File: src/rtl/uart_rx_unit.sv
// 16x-oversampling 8N1 UART receiver, LSB first. A good byte is held on
// rx_data with a one-clock rx_valid strobe; a low stop bit strobes frame_err.
module uart_rx_unit #(
    parameter int DIV = 27
) (
    input  logic       clk,
    input  logic       reset,
    input  logic       rx,
    output logic [7:0] rx_data,
    output logic       rx_valid,
    output logic       frame_err,
    output logic       busy,
    output logic [3:0] q
);

    localparam int CW = $clog2(DIV);

    localparam logic [1:0] S_IDLE  = 2'd0;
    localparam logic [1:0] S_START = 2'd1;
    localparam logic [1:0] S_DATA  = 2'd2;
    localparam logic [1:0] S_STOP  = 2'd3;

    logic          rx_meta_q, rx_s_q;
    logic [CW-1:0] div_q;
    logic          tick;
    logic [1:0]    state_q, state_d;
    logic [3:0]    s_q, s_d;
    logic [2:0]    n_q, n_d;
    logic [7:0]    shift_q, shift_d;
    logic [7:0]    data_q, data_d;
    logic          valid_q, valid_d;
    logic          ferr_q, ferr_d;

    // Both synchronizer flops reset high so the idle line never looks like a start bit.
    always_ff @(posedge clk) begin
        if (!reset) begin
            rx_meta_q <= 1'b1;
            rx_s_q    <= 1'b1;
        end else begin
            rx_meta_q <= rx;
            rx_s_q    <= rx_meta_q;
        end
    end

    assign tick = (div_q == CW'(DIV - 1));

    always_ff @(posedge clk) begin
        if (!reset)    div_q <= '0;
        else if (tick) div_q <= '0;
        else           div_q <= div_q + CW'(1);
    end

    always_comb begin
        state_d = state_q;
        s_d     = tick ? s_q + 4'd1 : s_q;
        n_d     = n_q;
        shift_d = shift_q;
        data_d  = data_q;
        valid_d = 1'b0;
        ferr_d  = 1'b0;
        case (state_q)
            S_IDLE: begin
                if (!rx_s_q) begin
                    state_d = S_START;
                    s_d     = 4'd0;
                end
            end
            S_START: begin
                if (tick && s_q == 4'd7) begin
                    if (!rx_s_q) begin
                        state_d = S_DATA;
                        s_d     = 4'd0;
                        n_d     = 3'd0;
                    end else begin
                        state_d = S_IDLE;
                    end
                end
            end
            S_DATA: begin
                if (tick && s_q == 4'd15) begin
                    shift_d = {rx_s_q, shift_q[7:1]};
                    s_d     = 4'd0;
                    if (n_q == 3'd7) state_d = S_STOP;
                    else             n_d     = n_q + 3'd1;
                end
            end
            S_STOP: begin
                if (tick && s_q == 4'd15) begin
                    state_d = S_IDLE;
                    if (rx_s_q) begin
                        data_d  = shift_q;
                        valid_d = 1'b1;
                    end else begin
                        ferr_d  = 1'b1;
                    end
                end
            end
            default: state_d = S_IDLE;
        endcase
    end

    always_ff @(posedge clk) begin
        if (!reset) begin
            state_q <= S_IDLE;
            s_q     <= '0;
            n_q     <= '0;
            shift_q <= '0;
            data_q  <= '0;
            valid_q <= 1'b0;
            ferr_q  <= 1'b0;
        end else begin
            state_q <= state_d;
            s_q     <= s_d;
            n_q     <= n_d;
            shift_q <= shift_d;
            data_q  <= data_d;
            valid_q <= valid_d;
            ferr_q  <= ferr_d;
        end
    end

    assign rx_data   = data_q;
    assign q         = data_q[3:0];
    assign rx_valid  = valid_q;
    assign frame_err = ferr_q;
    assign busy      = (state_q != S_IDLE);

endmodule

File: config.mk
export PLATFORM = sky130hd
export DESIGN_NAME = uart_rx_unit
export DESIGN_NICKNAME = d
export VERILOG_FILES = /design/src/rtl/uart_rx_unit.sv
export SDC_FILE = /design/constraint.sdc
export NUM_CORES = 1
export LEC_CHECK = 0
export BUFFER_PORTS_ARGS = -buffer_cell sky130_fd_sc_hd__buf_2
export CAP_MARGIN = 20
export CELL_PAD_IN_SITES_DETAIL_PLACEMENT = 0
export CELL_PAD_IN_SITES_GLOBAL_PLACEMENT = 1
export CORE_MARGIN = 2
export CORE_UTILIZATION = 27
export DETAILED_ROUTE_END_ITERATION = 12
export PLACE_DENSITY_LB_ADDON = 0.1
export SLEW_MARGIN = 20
export SYNTH_ARGS = -nofsm -noshare
export SYNTH_HDL_FRONTEND = slang
export SYNTH_SLANG_ARGS = --single-unit
File: constraint.sdc
create_clock -name clk -period 2.5 [get_ports clk]
set_clock_uncertainty 0.15 [all_clocks]
set_input_delay 0.25 -clock clk [delete_from_list [all_inputs] [get_ports clk]]
set_output_delay 0.25 -clock clk [all_outputs]
set_load 0.1 [all_outputs]
Yosys cells after proc, flatten, opt, wreduce, memory -nomap -nowiden. Index checks and enable logic that the tools add are counted.

Flip-flop bits (word level): 34. Logic and storage cells: 58. Bits of input ports: 3.

Multiplexer cells: 19. Bitwise gates (word level): 1. Add/sub/neg operators: 3. Equality and inequality tests: 14. Reductions and logical operators: 11.

Operator list (number): $mux 4 (4); $ne 2x2->1 const B (7); $mux 2 (6); $mux 3 (4); $pmux 4 s3 (1); $reduce_and 5->1 (2); $pmux 2 s4 (1); $pmux 3 s2 (1); $reduce_and 3->1 (2); $add 5x1->5 const B (1); $eq 5x5->1 const B (1); $add 4x1->4 const B (1); $eq 2x2->1 const B (2); $eq 4x3->1 const B (1); $eq 4x4->1 const B (1); $reduce_bool 2->1 (2); $add 3x1->3 const B (1); $eq 3x3->1 const B (1); $eq 2x1->1 const B (1); $logic_and 1x1->1 (2); $logic_not 2->1 (1); $mux 1 (2); $reduce_and 2->1 (1); $reduce_or 2->1 (1); $not 1->1 (1).

Longest topological paths before layout.
Word-level depth: 5. Depth in mapped cells: 7. Mapped depth without buffers: 6.

Worst setup path after synthesis. No wires, ideal clock.

Path kind: register to register. Start: register div_q[0]. End: register (tool-made name). Buffers on the path: 0. Clock period less this slack: 1891 ps. Arrival time: 1622 ps. Stages on the path, launching flop included: 7. Required time: 2231 ps. Setup time: 119 ps. Setup slack: 609 ps. Path through: dfxtp_1 -> inv_1 -> ha_1 -> nand4b_4 -> or4b_2 -> mux2i_1 -> nor2_1.

RTL lines: from (decl) (RTL line 24) `logic [CW-1:0] div_q;`; from (signal assigned) (RTL line 50) `else div_q <= div_q + CW'(1);`.

==> results by group <==
Outcome
  • Outcome: completed

Timing
  • Worst-Margin Slew: slightly below 0.5 ns
  • Final Cycle Share: about 80%
  • Max_slew headroom: 67.5%
  • Tmin final: 2.01 ns
  • Fmax: 498 MHz
  • Final Hold Fails: 0
  • Setup Total Neg Slack: 0 ns
  • RSZ-0062 raised after global routing: no
  • Setup-failing EPs final: 0
  • Fin. max-slew vios: 0

Detailed routing
  • Routed Antenna Nets: 0
  • Drc violations: 0
  • Drt first pass iters: 4
  • Wire per inst: 11.2 um
  • Drt total wl: between 2 and 3 mm
  • Via count: just over 1k
  • Vias per std cell: 4.38
  • Drt initial violations: 35

Setup path
  • Crit path launch type: register
  • Cell at the slowest stage of the critical path: or4b_2
  • Req. time, crit path: 2.52 ns
  • Crit-path cells: inv_1, ha_1, nand4b_4, or4b_2, mux2i_1, nor2_1
  • Crit. End Element: register
  • Crit-path leading delay family: simple AND/OR/NAND/NOR gates
  • Crit-path max FO: 7
  • Critical path class: reg -> reg
  • Bufs and invs on worst path: 1
  • Worst EP arrival: 2.02 ns
  • Max incr delay on CP: 0.73 ns

Global routing
  • Largest net degree at the start of global routing: 20
  • Initial antenna violation count: 0
  • First-pass GRT wire length: approximately 4.5 mm
  • Number of global-route vias before repair: between 900 and 1k
  • Tot GR Track Use: around a tenth
  • Congestion Overflow GR: 0

Synth
  • Seq/Total Area, Yosys: slightly below 50%
  • Ys flop type: dfxtp_1
  • Post-synth ARST share: 0%
  • Synth Instances: 140
  • Leading area contributor after synthesis: dfxtp_1
  • Synth area leaders: dfxtp_1 48%, mux2i_1 12%, nor2_1 7.7%, ha_1 4.4%, buf_4 2.7%
  • Area share of the largest cell type after synthesis: 48.1%
  • Post-synth net total: roughly 150
  • Count of cell types in the netlist: 35
  • Number of synthesized register bits: 34
  • Post-synth EDFFs: 0
  • Synth warnings: 0
  • Synthesized area: ~1400 um^2
  • Synth Area per Inst: approximately 10 um^2

Die
  • Height of the die: 76.4 um
  • Starting Density: 27.9%
  • # IOs: 18
  • Core Region: 5070 um^2
  • Die width: 76.4 um
  • Die ar.: 5830 um^2
  • Cell Rows: 26

Power
  • Pwr dens: 582 nW/um^2
  • Leak pwr: approximately 0.71 nW
  • VDD IR max: between 0.2 and 0.25 mV

Finish
  • Area of the multi-input gates: roughly 680 um^2
  • Post-layout net count: around 170
  • Fraction of layout cells with a size suffix above 1: between 20% and 30%
  • Number of diodes: 0
  • Area Overhead vs Synth: 17.0%
  • Fill cells: 550
  • Commonest non-fill, non-tap cell in the layout: dfxtp_1
  • Cell area after layout: 1650 um^2
  • Final core utilization: around a third
  • Sequential Area: 681 um^2
  • Most frequent cells in the layout: 34 x dfxtp_1, 29 x nor2_1, 17 x mux2i_1, 17 x buf_2, 8 x nand2_1

Placed design
  • GPL Wtd Cong: around 0.75
  • Dpl hpwl: approximately 1.9 mm
  • IO buf count: 17
  • Placed instance area: roughly 1600 um^2

Clock tree
  • H-tree Lvls: 2
  • CTS clock-pin slew for the worst setup and hold paths: about 0.070 ns
  • Root cell of the clock tree: clkbuf_8
  • Clk sinks: 34
  • Cts bufs inserted: 5
  • CTS tree: built
  • CTS-repair resized insts: 0
  • Post-CTS Setup Inserts: 0
  • CTS max path bufs: 2
  • Later-pin clock latency in the skew report: approximately 0.28 ns

Run
  • Max Cap Violations: 0

Worst hold path
  • Hold Crit Class: in -> reg
worst register-to-register path, cell delays in order, from the launching register on:
cell and delay (ns):
dfxtp_1 0.34, inv_1 0.07, ha_1 0.20, nand4b_4 0.18, or4b_2 0.73, mux2i_1 0.18, nor2_1 0.05
kinds of logic after synthesis:
logic type / after synthesis / share of synthesized area (%)
XOR/XNOR: 7 / 4.34
multiplexers: 18 / 12.8
AND/OR/NAND/NOR: 55 / 21.0
AO/OA/AOI/OAI: 10 / 4.96
flip-flops: 34 / 48.1
adder cells (fa/ha/maj): 5 / 4.42
buffers and inverters: 11 / 4.34
synth_stat cells (3+ instances only):
cell	number
nor2_1	29
xnor2_1	3
ha_1	5
nand3_1	3
dfxtp_1	34
mux2i_1	17
buf_4	5
xor2_1	4
nand2_1	8
nand2b_1	3
flip-flops by register name, summed over array words and instances, names as in the netlist, 3 cells and up, named ones only:
name / cells
div_q: 5
n_q: 3
rx_data: 8
s_q: 4
shift_q: 8
report_power, final:
part	internal (mW)	switching, mW
Combinational	0.0137	0.0236
Sequential	0.548	0.00748
Clock	0.186	0.183
routing by layer:
metal  routed length (um)  up-vias  GRT usage [%]
li1                     -      512              -
met5                    0        -              0
met1                 1140      474           11.4
met4                   32        0           4.91
met2                 1310       18           15.8
met3                   99        4           3.55
per-stage QoR:
step	hold slack (ns)	power, mW	setup WS (ns)	cells
final	0.0706	0.962	0.492	230
after global routing	0.0834	1.01	0.346	230
after CTS	0.0570	0.984	0.473	230
after detailed placement	0.248	0.605	0.490	222
after global placement	0.242	0.604	0.538	222
after floorplan	0.173	0.594	0.609	140
final timing paths:
path | start | to | slack, ns | depth (start not counted)
setup / recovery | div_q[0] | register | 0.49 | 6
setup reg to reg | div_q[0] | register | 0.49 | 6
hold reg to reg | rx_meta_q | rx_s_q | 0.26 | 1
hold / removal | reset | rx_s_q | 0.07 | 2
area by class of cell:
class / instances / area share [%]
Multi-Input combinational cell: 95 / 41.0
Tap cell: 70 / 5.29
Timing Repair Buffer: 21 / 7.11
Clock inverter: 2 / 0.605
Sequential cell: 34 / 41.1
Clock buffer: 5 / 4.16
Inverter: 3 / 0.681
what timing repair did:
| item | 4_1_cts | 5_1_grt |
|---|---|---|
| endpoints found under the hold margin | 1 | 0 |
| hold buffers | 1 | 0 |
| setup endpoints to repair | 0 | 0 |
No activity file was read; power rests on OpenSTA's default activity.
